**config.mk**
```make
export PLATFORM = sky130hd
export DESIGN_NAME = adder_rr_sched
export DESIGN_NICKNAME = d
export VERILOG_FILES = /design/src/rtl/adder_sched_pkg.sv /design/src/rtl/adder_rr_sched_rr_arb2.sv /design/src/rtl/adder_rr_sched.sv
export SDC_FILE = /design/constraint.sdc
export NUM_CORES = 1
export LEC_CHECK = 0
export BUFFER_PORTS_ARGS = -buffer_cell sky130_fd_sc_hd__buf_2
export CORE_MARGIN = 10
export CORE_UTILIZATION = 50
export CTS_CLUSTER_DIAMETER = 120
export DETAILED_ROUTE_END_ITERATION = 7
export PLACE_DENSITY = 0.76
export SLEW_MARGIN = 20
export SYNTH_ARGS = -nofsm -noshare
export SYNTH_HDL_FRONTEND = slang
export SYNTH_HIERARCHICAL = 1
export SYNTH_SLANG_ARGS = --single-unit
```
**constraint.sdc**
```tcl
create_clock -name clk -period 5.15 [get_ports clk]
set_clock_uncertainty 0.15 [all_clocks]
set_input_delay 0.515 -clock clk [delete_from_list [all_inputs] [get_ports clk]]
set_output_delay 0.515 -clock clk [all_outputs]
set_load 0.1 [all_outputs]
```
**src/rtl/adder_sched_pkg.sv**
```systemverilog
// Shared types and constants for the round-robin adder scheduler and its
// arbiter.
package adder_sched_pkg;

    localparam int unsigned W_DEF = 8;

    typedef enum logic {
        EMPTY = 1'b0,
        FULL  = 1'b1
    } slot_state_e;

    typedef logic req_id_t;

    // last_grant resets to 1 so requester 0 wins the first contended accept
    localparam req_id_t LAST_GRANT_RST = 1'b1;

endpackage

```
**src/rtl/adder_rr_sched_rr_arb2.sv**
```systemverilog
// Two-way round-robin arbiter: one-hot grant, or zero when disabled or when
// nothing is requesting.
module rr_arb2
    import adder_sched_pkg::*;
(
    input  logic [1:0] i_valid,
    input  req_id_t    i_last_grant,
    input  logic       i_en,
    output logic [1:0] o_grant
);

    always_comb begin
        o_grant = '0;
        if (i_en) begin
            unique case (i_valid)
                2'b01:   o_grant = 2'b01;
                2'b10:   o_grant = 2'b10;
                2'b11:   o_grant = i_last_grant ? 2'b01 : 2'b10;
                default: o_grant = 2'b00;
            endcase
        end
    end

endmodule

```
**src/rtl/adder_rr_sched.sv**
```systemverilog
// One W-bit adder shared by two requesters through a single result slot,
// with per-requester accumulators and round-robin priority.
module adder_rr_sched
    import adder_sched_pkg::*;
#(
    parameter int unsigned W = W_DEF
) (
    input  logic         clk,
    input  logic         rst_n,
    input  logic         req0_valid,
    input  logic [W-1:0] req0_a,
    input  logic [W-1:0] req0_b,
    input  logic         req0_acc,
    output logic         req0_ready,
    input  logic         req1_valid,
    input  logic [W-1:0] req1_a,
    input  logic [W-1:0] req1_b,
    input  logic         req1_acc,
    output logic         req1_ready,
    output logic         res_valid,
    output logic [W-1:0] res_data,
    output logic         res_carry,
    output logic         res_id,
    input  logic         res_ready,
    output logic         busy
);

    slot_state_e  r_state;
    slot_state_e  w_state_nxt;
    logic [W-1:0] r_data;
    logic         r_carry;
    req_id_t      r_id;
    req_id_t      r_last_grant;
    logic [W-1:0] r_acc [2];

    logic         w_slot_free;
    logic [1:0]   w_grant;
    logic         w_accept;
    req_id_t      w_win;
    logic [W-1:0] w_opa;
    logic [W-1:0] w_opb;
    logic         w_use_acc;
    logic [W:0]   w_sum;

    assign w_slot_free = (r_state == EMPTY) | res_ready;

    rr_arb2 u_arb (
        .i_valid      ({req1_valid, req0_valid}),
        .i_last_grant (r_last_grant),
        .i_en         (w_slot_free),
        .o_grant      (w_grant)
    );

    assign w_accept   = |w_grant;
    assign w_win      = w_grant[1];
    assign req0_ready = w_grant[0];
    assign req1_ready = w_grant[1];

    always_comb begin
        w_use_acc = w_win ? req1_acc : req0_acc;
        w_opb     = w_win ? req1_b   : req0_b;
        w_opa     = w_win ? req1_a   : req0_a;
        if (w_use_acc) begin
            w_opa = r_acc[w_win];
        end
        w_sum = {1'b0, w_opa} + {1'b0, w_opb};
    end

    always_ff @(posedge clk or negedge rst_n) begin
        if (!rst_n) begin
            r_state <= EMPTY;
        end else begin
            r_state <= w_state_nxt;
        end
    end

    always_comb begin
        w_state_nxt = r_state;
        unique case (r_state)
            EMPTY:   if (w_accept) w_state_nxt = FULL;
            FULL:    if (res_ready && !w_accept) w_state_nxt = EMPTY;
            default: w_state_nxt = EMPTY;
        endcase
    end

    always_comb begin
        res_valid = (r_state == FULL);
        busy      = res_valid | req0_valid | req1_valid;
    end

    // Accumulator of the winner tracks every accepted sum, selected or not
    always_ff @(posedge clk or negedge rst_n) begin
        if (!rst_n) begin
            r_data       <= '0;
            r_carry      <= 1'b0;
            r_id         <= 1'b0;
            r_last_grant <= LAST_GRANT_RST;
            for (int unsigned i = 0; i < 2; i++) begin
                r_acc[i] <= '0;
            end
        end else if (w_accept) begin
            r_data       <= w_sum[W-1:0];
            r_carry      <= w_sum[W];
            r_id         <= w_win;
            r_last_grant <= w_win;
            r_acc[w_win] <= w_sum[W-1:0];
        end
    end

    assign res_data  = r_data;
    assign res_carry = r_carry;
    assign res_id    = r_id;

endmodule

```
==> results of run 1 <==
-- flip-flops by register name, summed over array words and instances (netlist names) --
register      cells
r_acc            16
res_data          8
r_last_grant      1
res_carry         1
res_id            1
res_valid         1
-- layout make-up --
type                       instances  area [sq um]
clock buffer                       3          41.3
clock inverter                     1          30.0
fill                             353          1450
inverter                           4          15.0
multi-input combinational        155          1170
sequential                        28           702
tap                               48          60.1
timing repair buffer              54           275
-- placed cells by master (no fill, tap or decap), drive strengths merged, types with 8 or more instances in the layout --
cell type  synthesis  final
a211oi            12     12
mux2i              8      8
nor2               9      9
nand2             15     15
ha                 8      8
nor2b             10     10
dfrtp             27     27
mux2              18     18
buf                5     54
a21oi             16     16
-- stage by stage --
stage / total power (W) / worst slack (ns) / instances / hold WS (ns)
global route: 0.00149 / 1.46 / 293 / 0.134
floorplan: 0.00108 / 0.456 / 202 / 0.0694
detailed placement: 0.00123 / 1.45 / 289 / 0.317
CTS: 0.00141 / 1.67 / 293 / 0.119
global placement: 0.00121 / 1.51 / 289 / 0.312
finish: 0.00140 / 1.68 / 293 / 0.102
-- cell families (layout without fill, tap and decap cells) --
| logic type | Yosys count | after routing | synth area share, % |
|---|---|---|---|
| xor+xnor | 2 | 2 | 0.887 |
| flops | 28 | 28 | 35.6 |
| fa+ha+maj | 9 | 9 | 6.08 |
| compound gates | 57 | 57 | 20.0 |
| simple gates | 61 | 61 | 17.6 |
| buf+inv | 19 | 62 | 5.51 |
| mux | 26 | 26 | 14.3 |
-- path summary, 6_finish.rpt --
kind | startpoint | endpoint | slack (ns) | depth (start not counted)
max in group asynchronous | rst_n | res_data[5] | 4.33 | 1
worst min register to register | res_id | res_id | 0.34 | 1
worst max-delay path | res_valid | r_acc[15] | 1.68 | 9
worst max register to register | res_valid | r_acc[15] | 1.68 | 9
min in group clk | res_id | res_id | 0.34 | 1
worst min-delay path | rst_n | res_data[0] | 0.10 | 1
-- power groups by stage --
stage	clock network [W]	logic, W	registers (W)
after floorplan	0	0.000427	0.000658
after global placement	0	0.000833	0.000382
after detailed placement	0	0.000845	0.000387
after CTS	0.000178	0.000848	0.000383
after global routing	0.000188	0.000908	0.000395
final	0.000174	0.000844	0.000384
-- layer usage --
| metal | global-route usage, % | wire length [um] |
|---|---|---|
| met1 | 17.0 | 2230 |
| met4 | 2.46 | 33 |
| met3 | 4.00 | 270 |
| met5 | 0 | 0 |
| met2 | 21.6 | 2250 |
==> run_results.csv, run 1 <==
group,metric,value,unit
outcome,outcome,"finished clean",
detailed_routing,detailed_route_wl,4.79,mm
timing,finalSetupTns,0,ns
synth,synthesis.area,0.00197,sq mm
final_layout,diodes,0,
floorplan,die-area,0.00686,sq mm
pwr,cell_internal_pwr,0.000692,W
synth,syn_inst,202,
timing,maxSlewViolCount,0,
clocking,numClockSinks,28,
clocking,clock_tree.buffer_depth,2,
setup_path,timing.critical_path.arrival,3.50,ns
floorplan,core_area,0.00374,sq mm
synth,most_instantiated_library_cell_after_synthesis,"sky130_fd_sc_hd__dfrtp_1",
timing,unrepaired_setup_endpoints_after_global_routing,"false",
final_layout,final_net_count,294,
synth,number_of_enable_flip_flop_cells_after_synthesis,0,
detailed_routing,via_per_inst,5.61,
setup_path,critical_path.top_delay_family,"simple AND/OR/NAND/NOR gates",
timing,min_period_over_period,67.4,%
timing,finalCriticalPeriod,3.47,ns
global_routing,grt.total_usage,13.3,%
floorplan,die_span_y,82.8,um
placement,dpl.hpwl,3.63,mm
setup_path,crit_type,"reg2reg",
setup_path,critical_path.n_buffers_inverters,0,
clocking,cts_buffers,3,
pwr,ir_drop,0.000366,V
timing,timing.slew.headroom,35.3,%
clocking,cts.reportedPaths.clkPinSlew,0.10,ns
timing,setup_viol,0,
detailed_routing,wl_per_cell,16.3,um
clocking,insertion_delay,0.28,ns
pwr,power_switching,0.000709,W
clocking,htreeDepth,1,
synth,synth_top_cell_by_area,"sky130_fd_sc_hd__dfrtp_1",
detailed_routing,antenna_left,0,
setup_path,slowest_delay,0.57,ns
global_routing,grt_start_max_net_pins,29,
floorplan,placement_rows,22,
clocking,postCtsSetupBuffers,0,
setup_path,path_cells,"nand2b_1 > nand2_1 > a21oi_4 > mux2_2 > ha_1 > and3_1 > and3_4 > or4_4 > a31o_1",
global_routing,grt_antenna_before_repair,0,
synth,netlist-cell-type-count,45,
timing,worst_pin_slew,0.968,ns
placement,io_buffers,52,
synth,yosysTopAreaCellShare,34.2,%
detailed_routing,drt_first_iter_violations,126,
placement,gp_weighted_congestion,0.804,
timing,fmax,288,MHz
detailed_routing,vias,1643,
synth,dominant_register_cell_in_the_synthesized_netlist,"sky130_fd_sc_hd__dfrtp_1",
synth,synth_seq_area_share,35.6,%
placement,placement.cell_area,0.00223,sq mm
synth,ys_top_cells_by_area,"sky130_fd_sc_hd__dfrtp_1 34%, sky130_fd_sc_hd__mux2_2 10%, sky130_fd_sc_hd__ha_1 5.1%, sky130_fd_sc_hd__a211oi_1 4.6%, sky130_fd_sc_hd__a21oi_1 4.1%",
clocking,cts_resized,0,
final_layout,drive_gt1_share,34.3,%
pwr,sequentialPowerShare,27.4,%
detailed_routing,drt_pass1_iterations,4,
global_routing,grt_overflow,0,
floorplan,floorplan.initialDensity,52.7,%
final_layout,utilization,61.4,%
setup_path,timing.critical_path.to_type,"flop",
clocking,clock_tree_from_tritoncts,"built",
pwr,power_switching_share,50.6,%
setup_path,required,5.18,ns
final_layout,layout_area_overhead,16.4,%
detailed_routing,drc_errors,0,
final_layout,design_area,0.00230,sq mm
timing,final_hold_viol_count,0,
pwr,power.clock.fraction,12.4,%
synth,synth_top_cells_by_count,"27 x sky130_fd_sc_hd__dfrtp_1, 18 x sky130_fd_sc_hd__mux2_2, 16 x sky130_fd_sc_hd__a21oi_1, 15 x sky130_fd_sc_hd__nand2_1, 12 x sky130_fd_sc_hd__a211oi_1",
setup_path,critical_path.slowest_cell,"sky130_fd_sc_hd__a21oi_4",
synth,mappedNetlistNets,250,
global_routing,grt_first_pass_wirelength,7.85,mm
min_path,min-delay-path-class,"in2async",
pwr,comb_power_share,60.2,%
pwr,power-per-cell-area,610,mW/mm^2
pwr,leakage,1.06,nW
clocking,holdBufCountCts,0,
run,maxCapViolCount,0,
setup_path,startpoint_type,"flop",
clocking,clock-root-buffer,"sky130_fd_sc_hd__clkbuf_8",
synth,syn_warnings,6,
synth,postSynthRegisterBits,28,
setup_path,max_fo_critical_path,26,
floorplan,die_width,82.8,um
synth,synth-async-reset-ratio,100,%
floorplan,design.portCount,53,
global_routing,via_count_of_the_first_global_routing_pass,1632,
synth,synthesis.area_per_instance,9.77,sq um
(Power assumes the default switching activity.)
==> run 2, diff against run 1 <==
- CORE_UTILIZATION: 50 -> 48
- PLACE_DENSITY: 0.76 -> 0.77
- clock period: 5.15 -> 3.1 ns (I/O delays scaled with it)
==> run_results.csv, run 2 (same netlist as run 1, synthesis figures left out) <==
group,metric,value,unit
final_layout,leading_cell_type_in_the_layout_fill_and_taps_excluded,"sky130_fd_sc_hd__buf_2",
floorplan,die_width,84.1,um
final_layout,layout_area_overhead,29.5,%
timing,timing.slew.headroom,57.3,%
timing,finalSetupTns,0,ns
timing,maxSlewViolCount,0,
floorplan,core_area,0.00400,sq mm
clocking,numClockSinks,28,
global_routing,grt_overflow,0,
placement,gp_weighted_congestion,0.801,
floorplan,design.portCount,53,
detailed_routing,vias,1696,
detailed_routing,drt_pass1_iterations,4,
pwr,cell_internal_pwr,0.00127,W
pwr,power.clock.fraction,12.0,%
placement,io_buffers,52,
final_layout,largest_register_ffs,16,
final_layout,instances_no_fill,308,
detailed_routing,drt_first_iter_violations,60,
floorplan,die-area,0.00708,sq mm
run,maxCapViolCount,0,
clocking,clock_tree.buffer_depth,2,
pwr,power_switching,0.00123,W
final_layout,drive_gt1_share,43.4,%
floorplan,die_span_y,84.1,um
pwr,ir_drop,0.000587,V
setup_path,required,3.13,ns
final_layout,fillers,343,
timing,worst_pin_slew,0.640,ns
final_layout,final_net_count,307,
pwr,comb_power_share,62.5,%
placement,dpl.hpwl,3.71,mm
pwr,power-per-cell-area,976,mW/mm^2
placement,placed_cells_incl_taps,295,
detailed_routing,antenna_left,0,
final_layout,largest-register,"r_acc",
timing,worst_hold_slack,0.145,ns
detailed_routing,drc_errors,0,
global_routing,grt_start_max_net_pins,38,
global_routing,grt_antenna_before_repair,0,
clocking,cts.reportedPaths.clkPinSlew,0.10,ns
setup_path,crit_type,"reg2reg",
pwr,leakage,1.16,nW
pwr,power_switching_share,49.3,%
clocking,clock-root-buffer,"sky130_fd_sc_hd__clkbuf_8",
floorplan,floorplan.initialDensity,49.4,%
min_path,min-delay-path-class,"in2reg",
setup_path,timing.critical_path.to_type,"flop",
clocking,cts_resized,0,
timing,fmax,340,MHz
global_routing,grt_first_pass_wirelength,8.09,mm
setup_path,max_fo_critical_path,17,
floorplan,placement_rows,23,
final_layout,diodes,0,
global_routing,via_count_of_the_first_global_routing_pass,1690,
timing,unrepaired_setup_endpoints_after_global_routing,"false",
clocking,clock_tree_from_tritoncts,"built",
setup_path,critical_path.slowest_cell,"sky130_fd_sc_hd__dfrtp_4",
detailed_routing,wl_per_cell,16.7,um
detailed_routing,detailed_route_wl,5.13,mm
pwr,sequentialPowerShare,25.5,%
setup_path,path_cells,"nand2b_4 > nand2_2 > a21oi_4 > buf_12 > buf_4 > mux2_2 > ha_4 > and3_1 > and3_4 > or4_4 > a31o_1",
setup_path,slowest_delay,0.51,ns
pwr,fin_total_pwr,0.00250,W
timing,setup_viol,0,
final_layout,layout.cells.most_common_list,"52 x sky130_fd_sc_hd__buf_2, 26 x sky130_fd_sc_hd__dfrtp_1, 16 x sky130_fd_sc_hd__mux2_2",
timing,min_period_over_period,95.0,%
clocking,cts_buffers,3,
setup_path,timing.critical_path.arrival,2.98,ns
detailed_routing,via_per_inst,5.51,
setup_path,startpoint_type,"flop",
outcome,outcome,"finished clean",
clocking,htreeDepth,1,
timing,finalCriticalPeriod,2.94,ns
clocking,insertion_delay,0.28,ns
timing,final_hold_viol_count,0,
global_routing,grt.total_usage,13.6,%
==> run 2: cell count changes in the layout (fill, tap and decap cells not counted), sizes merged <==
cell / delta
buf: +11
clkbuf: +1
dlygate4sd3: +1
==> run 2: layer usage <==
| layer | global-route usage [%] | up-vias | wire, um |
|---|---|---|---|
| li1 | - | 859 | - |
| met1 | 17.0 | 799 | 2280 |
| met2 | 22.0 | 33 | 2550 |
| met3 | 3.48 | 5 | 241 |
| met4 | 4.72 | 0 | 55 |
| met5 | 0 | - | 0 |
==> run 2: power groups by stage <==
stage	registers (W)	clock network [W]	logic [W]
CTS	0.000636	0.000304	0.00154
finish	0.000637	0.000300	0.00156
detailed placement	0.000642	0	0.00154
global placement	0.000637	0	0.00152
global route	0.000658	0.000317	0.00169
floorplan	0.00110	0	0.000812
==> run 2: layout make-up <==
cell class                 count  area, sq um  area share (%)
inverter                       4         15.0           0.587
multi-input combinational    155         1300            50.7
timing repair buffer          67          405            15.9
clock inverter                 1         30.0            1.17
sequential                    28          706            27.6
tap                           50         62.6            2.45
clock buffer                   3         41.3            1.61
==> run 2: through the flow <==
step                      area, sq um  utilization [%]  setup WS, ns
after floorplan                  2150                -        -0.566
after global placement           2400             60.0         0.171
after detailed placement         2400             60.0         0.116
after CTS                        2480             62.0         0.105
after global routing             2560             63.9        0.0247
final                            2560             63.9         0.155
==> run 2: final timing paths <==
kind                           start           to  slack, ns  cells after the start
hold / removal             res_ready    res_valid       0.14                      3
min in group asynchronous      rst_n    r_acc[14]       0.42                      2
setup / recovery           res_valid  res_data[7]       0.16                     11
setup reg to reg           res_valid  res_data[7]       0.16                     11
max in group asynchronous      rst_n    res_valid       1.91                      2
hold reg to reg               res_id       res_id       0.34                      1
==> run 2: repair_timing <==
item	in CTS	in global routing
hold endpoints to repair	27	0
hold buffers	1	0
setup endpoints to repair	0	4
buffers inserted	0	7
==> run 2: critical path, delay by kind of cell (launching register included) <==
kind                       cells  cell delay [ns]
DFF                            1             0.51
buffers and inverters          2             0.28
AOI/OAI and AO/OA              2             0.34
muxes                          1             0.36
adders and majority gates      1             0.22
and+or+nand+nor                5             1.00
